### src/rtl/tpu_pkg.sv
// Shared TPU definitions: sequencer state encoding and default datapath widths
// used by the accumulator, the row sequencer and the unified buffer.
package tpu_pkg;

  localparam int unsigned TPU_DATA_W = 32;
  localparam int unsigned TPU_ADDR_W = 8;

  typedef enum logic [1:0] {
    IDLE  = 2'd0,
    FILL  = 2'd1,
    DRAIN = 2'd2,
    DONE  = 2'd3
  } seq_state_t;

endpackage

### src/rtl/acc_row_sequencer_if.sv
// Handshake bundle between the array column outputs, the row sequencer and
// the unified-buffer write port.
interface acc_row_sequencer_if #(
  parameter int unsigned DATA_W = 32,
  parameter int unsigned ADDR_W = 8
);
  logic              in_valid;
  logic [DATA_W-1:0] in_data;
  logic              in_ready;
  logic              wr_valid;
  logic [ADDR_W-1:0] wr_addr;
  logic [DATA_W-1:0] wr_data;
  logic              wr_ready;

  // Sequencer side
  modport master (
    input  in_valid, in_data, wr_ready,
    output in_ready, wr_valid, wr_addr, wr_data
  );

  // Array / buffer side
  modport slave (
    output in_valid, in_data, wr_ready,
    input  in_ready, wr_valid, wr_addr, wr_data
  );
endinterface

### src/rtl/acc_row_buf.sv
// COLS x DATA_W row register file: one write port, one combinational read
// port and a synchronous clear.
module acc_row_buf #(
  parameter int unsigned COLS   = 2,
  parameter int unsigned DATA_W = 32,
  localparam int unsigned IDX_W = $clog2(COLS)
) (
  input  logic              clk,
  input  logic              clr_i,
  input  logic              we_i,
  input  logic [IDX_W-1:0]  widx_i,
  input  logic [DATA_W-1:0] wdata_i,
  input  logic [IDX_W-1:0]  ridx_i,
  output logic [DATA_W-1:0] rdata_o
);

  logic [DATA_W-1:0] mem_q [COLS];

  // Store one column word per enabled cycle; clear wipes the whole row
  always_ff @(posedge clk) begin
    if (clr_i) begin
      for (int unsigned i = 0; i < COLS; i++) begin
        mem_q[i] <= '0;
      end
    end else if (we_i) begin
      mem_q[widx_i] <= wdata_i;
    end
  end

  assign rdata_o = mem_q[ridx_i];

endmodule

### src/rtl/acc_row_sequencer.sv
// Row sequencer: gathers COLS result words into a row register, drains the
// row to the unified buffer over valid/ready, repeats for the programmed row
// count and pulses done at the end.
module acc_row_sequencer
  import tpu_pkg::*;
#(
  parameter int unsigned COLS   = 2,
  parameter int unsigned DATA_W = TPU_DATA_W,
  parameter int unsigned ADDR_W = TPU_ADDR_W,
  parameter int unsigned ROWS_W = 4
) (
  input  logic                     clk,
  input  logic                     reset,
  input  logic                     start,
  input  logic [ROWS_W-1:0]        num_rows,
  input  logic [ADDR_W-1:0]        base_addr,
  acc_row_sequencer_if.master      bus,
  output logic                     busy,
  output logic                     done
);

  localparam int unsigned CNT_W = $clog2(COLS);
  localparam logic [CNT_W-1:0] LAST_COL = CNT_W'(COLS - 1);

  seq_state_t          state_q, state_d;
  logic [CNT_W-1:0]    col_cnt_q, col_cnt_d;
  logic [ROWS_W-1:0]   row_cnt_q, row_cnt_d;
  logic [ROWS_W-1:0]   rows_q, rows_d;
  logic [ADDR_W-1:0]   base_q, base_d;
  logic [ROWS_W:0]     row_inc;

  logic                in_ready_q, in_ready_d;
  logic                wr_valid_q, wr_valid_d;
  logic [ADDR_W-1:0]   wr_addr_q, wr_addr_d;
  logic [DATA_W-1:0]   wr_data_q, wr_data_d;
  logic                busy_q, busy_d;
  logic                done_q, done_d;

  logic                buf_we;
  logic [DATA_W-1:0]   buf_rdata;

  assign buf_we  = (state_q == FILL) && bus.in_valid && in_ready_q;
  assign row_inc = {1'b0, row_cnt_q} + 1'b1;

  acc_row_buf #(
    .COLS   (COLS),
    .DATA_W (DATA_W)
  ) u_row_buf (
    .clk     (clk),
    .clr_i   (reset),
    .we_i    (buf_we),
    .widx_i  (col_cnt_q),
    .wdata_i (bus.in_data),
    .ridx_i  (col_cnt_d),
    .rdata_o (buf_rdata)
  );

  // State and counter sequencing
  always_comb begin
    state_d   = state_q;
    col_cnt_d = col_cnt_q;
    row_cnt_d = row_cnt_q;
    rows_d    = rows_q;
    base_d    = base_q;
    unique case (state_q)
      IDLE: begin
        if (start) begin
          rows_d    = (num_rows == '0) ? ROWS_W'(1) : num_rows;
          base_d    = base_addr;
          col_cnt_d = '0;
          row_cnt_d = '0;
          state_d   = FILL;
        end
      end
      FILL: begin
        if (bus.in_valid && in_ready_q) begin
          if (col_cnt_q == LAST_COL) begin
            col_cnt_d = '0;
            state_d   = DRAIN;
          end else begin
            col_cnt_d = col_cnt_q + 1'b1;
          end
        end
      end
      DRAIN: begin
        if (wr_valid_q && bus.wr_ready) begin
          if (col_cnt_q == LAST_COL) begin
            col_cnt_d = '0;
            row_cnt_d = row_inc[ROWS_W-1:0];
            state_d   = (row_inc == {1'b0, rows_q}) ? DONE : FILL;
          end else begin
            col_cnt_d = col_cnt_q + 1'b1;
          end
        end
      end
      DONE: begin
        state_d = IDLE;
      end
      default: state_d = IDLE;
    endcase
  end

  // Registered outputs are derived from the next state and next counters so
  // they line up with state_q; the write word is read from the row register
  // at the next column index, which keeps it stable while wr_ready is low.
  always_comb begin
    in_ready_d = (state_d == FILL);
    wr_valid_d = (state_d == DRAIN);
    busy_d     = (state_d != IDLE);
    done_d     = (state_d == DONE);
    wr_addr_d  = '0;
    wr_data_d  = '0;
    if (state_d == DRAIN) begin
      wr_addr_d = base_d + ADDR_W'(row_cnt_d) * ADDR_W'(COLS) + ADDR_W'(col_cnt_d);
      wr_data_d = buf_rdata;
    end
  end

  // State, counters and output registers with synchronous reset
  always_ff @(posedge clk) begin
    if (reset) begin
      state_q    <= IDLE;
      col_cnt_q  <= '0;
      row_cnt_q  <= '0;
      rows_q     <= '0;
      base_q     <= '0;
      in_ready_q <= 1'b0;
      wr_valid_q <= 1'b0;
      wr_addr_q  <= '0;
      wr_data_q  <= '0;
      busy_q     <= 1'b0;
      done_q     <= 1'b0;
    end else begin
      state_q    <= state_d;
      col_cnt_q  <= col_cnt_d;
      row_cnt_q  <= row_cnt_d;
      rows_q     <= rows_d;
      base_q     <= base_d;
      in_ready_q <= in_ready_d;
      wr_valid_q <= wr_valid_d;
      wr_addr_q  <= wr_addr_d;
      wr_data_q  <= wr_data_d;
      busy_q     <= busy_d;
      done_q     <= done_d;
    end
  end

  assign bus.in_ready = in_ready_q;
  assign bus.wr_valid = wr_valid_q;
  assign bus.wr_addr  = wr_addr_q;
  assign bus.wr_data  = wr_data_q;
  assign busy         = busy_q;
  assign done         = done_q;

endmodule
### src/flat_wrapper.sv
// flat-port wrapper written by rule: the top's interface ports become plain ports
module acc_row_sequencer_flat import tpu_pkg::*;
#(
  parameter int unsigned COLS   = 2,
  parameter int unsigned DATA_W = TPU_DATA_W,
  parameter int unsigned ADDR_W = TPU_ADDR_W,
  parameter int unsigned ROWS_W = 4
)
  (clk, reset, start, num_rows, base_addr, busy, done, bus_in_valid, bus_in_data, bus_wr_ready, bus_in_ready, bus_wr_valid, bus_wr_addr, bus_wr_data);
  acc_row_sequencer_if #(.DATA_W(DATA_W), .ADDR_W(ADDR_W)) bus_i ();
  input  logic clk;
  input  logic reset;
  input  logic start;
  input  logic [ROWS_W-1:0] num_rows;
  input  logic [ADDR_W-1:0] base_addr;
  output logic busy;
  output logic done;
  input wire logic [$bits(bus_i.in_valid)-1:0] bus_in_valid;
  input wire logic [$bits(bus_i.in_data)-1:0] bus_in_data;
  input wire logic [$bits(bus_i.wr_ready)-1:0] bus_wr_ready;
  output wire logic [$bits(bus_i.in_ready)-1:0] bus_in_ready;
  output wire logic [$bits(bus_i.wr_valid)-1:0] bus_wr_valid;
  output wire logic [$bits(bus_i.wr_addr)-1:0] bus_wr_addr;
  output wire logic [$bits(bus_i.wr_data)-1:0] bus_wr_data;
  assign bus_i.in_valid = bus_in_valid;
  assign bus_i.in_data = bus_in_data;
  assign bus_i.wr_ready = bus_wr_ready;
  assign bus_in_ready = bus_i.in_ready;
  assign bus_wr_valid = bus_i.wr_valid;
  assign bus_wr_addr = bus_i.wr_addr;
  assign bus_wr_data = bus_i.wr_data;
  acc_row_sequencer #(.COLS(COLS), .DATA_W(DATA_W), .ADDR_W(ADDR_W), .ROWS_W(ROWS_W)) u_core (.clk(clk), .reset(reset), .start(start), .num_rows(num_rows), .base_addr(base_addr), .bus(bus_i), .busy(busy), .done(done));
endmodule
### config.mk
export PLATFORM = sky130hd
export DESIGN_NAME = acc_row_sequencer_flat
export DESIGN_NICKNAME = d
export VERILOG_FILES = /design/src/rtl/tpu_pkg.sv /design/src/rtl/acc_row_sequencer_if.sv /design/src/rtl/acc_row_buf.sv /design/src/rtl/acc_row_sequencer.sv /design/src/flat_wrapper.sv
export SDC_FILE = /design/constraint.sdc
export NUM_CORES = 1
export LEC_CHECK = 0
export ABC_CLOCK_PERIOD_IN_PS = 5300
export CORE_MARGIN = 5
export CORE_UTILIZATION = 56
export DETAILED_ROUTE_END_ITERATION = 7
export PLACE_DENSITY = 0.84
export SLEW_MARGIN = 20
export SYNTH_ARGS = -nofsm -noshare
export SYNTH_HDL_FRONTEND = slang
export SYNTH_SLANG_ARGS = --single-unit
### constraint.sdc
create_clock -name clk -period 5.3 [get_ports clk]
set_input_delay 0.53 -clock clk [delete_from_list [all_inputs] [get_ports clk]]
set_output_delay 0.53 -clock clk [all_outputs]
set_load 0.02 [all_outputs]
==> results_dict.tcl <==
set metrics [dict create \
    synth-adder-area-share_pct 1.91 \
    startpoint "start" \
    drc 0 \
    finalSetupViolations 0 \
    ir_drop_uv 365 \
    area_growth_syn_to_layout_pct 31.3 \
    drt_iter0_markers 133 \
    synth_compound_area_share_pct 4.16 \
    synthTopCellsByCount "65 x and2_1, 64 x edfxtp_1, 63 x dfxtp_1, 50 x nor2_1, 36 x mux2i_1" \
    drv_cap 0 \
    setup_tns_ns 0 \
    multi_input_area_um2 1690 \
    grt_start_max_net_pins 41 \
    synthMuxAreaShare_pct 7.25 \
    n_antenna_cell 0 \
    postSynth.asyncResetShare_pct 0 \
    worstSetupPathType "input port to register" \
    fp.dieW_um 104 \
    final_cells 623 \
    fmax_mhz 300 \
    cts_hold_buf 0 \
    cts_tree "yes" \
    clockBufferDepth 2 \
    hold_start "u_core.u_row_buf.mem_q[0][16]" \
    clk_latency_ns 0.50 \
    leakagePower_nw 2.48 \
    status "finished clean" \
    antenna_found_initial 0 \
    synthSimpleGateAreaFrac_pct 18.8 \
    drive_gt1_share_pct 8.54 \
    fin_crit_sh_pct 62.9 \
    die_y_um 104 \
    synth_xor_area_share_pct 1.41 \
    vias 3290 \
    yosys.area.top_type "edfxtp_1" \
    slew_violations 0 \
    crit_fanout 14 \
    core_um2 8680 \
    crit_path_start_kind "input port" \
    start_util_pct 57.2 \
    power_density_nw_per_um2 348 \
    dp.cells 591 \
    hold_viol 0 \
    clock-sinks 127 \
    synth.top_cell.area_share_pct 38.7 \
    wl_per_cell_um 16.5 \
    rsz0062_at_grt "no" \
    hold_slack_ns 0.475 \
    cts_resized 0 \
    register_area_um2 3180 \
    io_buffer_count 92 \
    yosysMostFrequentCell "and2_1" \
    slew_headroom_pct 29.6 \
    fill_cells 565 \
    synth_edf_count 64 \
    syn_area_per_cell_um2 12.1 \
    hp-class "register to register" \
    gp_congestion 0.914 \
    synth_top_cells_by_area "edfxtp_1 39%, dfxtp_1 25%, and2_1 8.2%" \
    routed_via_density 5.28 \
    period_minus_slack_ns 3.33 \
    synth_ff_type "edfxtp_1" \
    crit_path_end_kind "register" \
    grt_pass1_vias 3556 \
    dieArea_um2 10900 \
    synthCells 410 \
    tightest_slew_ns 1.05 \
    dpl.hpwl_mm 6.71 \
    grt_pass1_wl_mm 16.9 \
    postCtsSetupBuffers 0 \
    yosys_warnings 0 \
    r2r-start "u_core.state_q[0]" \
    root_buffer "clkbuf_8" \
    drtPass1Iterations 4 \
    syn_area_um2 4970 \
    postRouteAntennaNets 0 \
    grt_use_total_pct 19.7 \
    nets 558 \
    grt_overflow 0 \
    highest_layer "met4" \
    cts.clk_slew.worst_paths_ns 0.06 \
    rows 34 \
    routed_wl_mm 10.3 \
    htree_levels 4 \
    yosysSeqAreaShare_pct 64.1 \
    synth_top_family_by_area "simple AND/OR/NAND/NOR gates" \
    crit_required_ns 5.65 \
    synthDistinctLibCells 45 \
    synth-seq-cells 127 \
    syn_nets 466 \
    ioPinCount 93 \
    met1_length_mm 4.05 \
    fin_skew_ns 0.0137 \
    wl_met2_mm 5.57 \
    numCtsBuffers 17 \
    met3_length_um 553 \
    arrival_ns 3.68 \
]
==> routing by layer <==
layer,up-vias,GRT usage [%]
li1,1593,-
met1,1593,20.9
met2,93,35.8
met3,11,6.46
met4,0,7.59
met5,-,0
==> critical path, cell delays in order <==
cell	delay [ns]
clkdlybuf4s50_1	0.51
nor3b_2	0.86
a21oi_1	0.16
a21oi_1	0.36
inv_1	0.09
ha_1	0.30
a211o_1	0.30
o211ai_1	0.11
o2bb2ai_1	0.21
o31a_1	0.20
nor3_2	0.04
==> layout by cell type (no fill, tap or decap), drive strengths merged, types with 6 or more instances in the layout <==
master and instances:
clkdlybuf4s50 92, a21oi 8, and2 65, edfxtp 64, nor2 50, xnor2 6
ha 6, clkinv 6, inv 10, dfxtp 63, nand2 25, o21ai 6
nor2b 10, mux2i 36, nor3 6, clkbuf 18
==> final timing paths <==
check / endpoint / slack, ns / depth (start not counted)
setup / recovery: u_core.bus.wr_addr[7] / 1.97 / 11
hold / removal: u_core.bus.wr_data[16] / 0.48 / 2
setup reg to reg: u_core.bus.wr_addr[6] / 2.07 / 12
hold reg to reg: u_core.bus.wr_data[16] / 0.48 / 2
==> state kept, by name, summed over array words and instances, names as in the netlist <==
register	flops
u_core.row_cnt_q	4
u_core.rows_q	4
u_core.bus.wr_addr	8
u_core.u_row_buf.mem_q	64
u_core.base_q	8
u_core.bus.wr_valid	1
u_core.bus.in_ready	1
u_core.col_cnt_q	1
u_core.bus.wr_data	32
u_core.done	1
u_core.busy	1
u_core.state_q	2
==> layout make-up <==
cell class / instances / share of cell area, %
tap: 108 / 2.07
timing repair buffer: 95 / 14.5
clock buffer: 18 / 6.56
sequential: 127 / 48.8
clock inverter: 14 / 2.01
inverter: 4 / 0.230
multi-input combinational: 257 / 25.8
==> where the power goes <==
group          internal (W)  switching, W
Combinational     0.0000647     0.0000624
Sequential          0.00106     0.0000112
Clock              0.000642      0.000430
==> metrics by stage <==
step | power, W | area [um^2] | util (%) | setup WS, ns
floorplan | 0.00115 | 4970 | - | 2.50
global placement | 0.00121 | 5960 | 68.7 | 1.62
detailed placement | 0.00122 | 5960 | 68.7 | 1.45
CTS | 0.00228 | 6520 | 75.1 | 1.97
global route | 0.00235 | 6520 | 75.1 | 1.65
finish | 0.00227 | 6520 | 75.1 | 1.97
==> kinds of logic (layout without fill, tap and decap cells) <==
group / count (synthesis) / count (layout)
AOI/OAI and AO/OA: 31 / 31
xor gates and xnor gates: 8 / 8
adders and majority gates: 7 / 7
buffers and inverters: 26 / 131
DFF: 127 / 127
muxes: 36 / 36
and+or+nand+nor: 175 / 175
(Power assumes the default switching activity.)
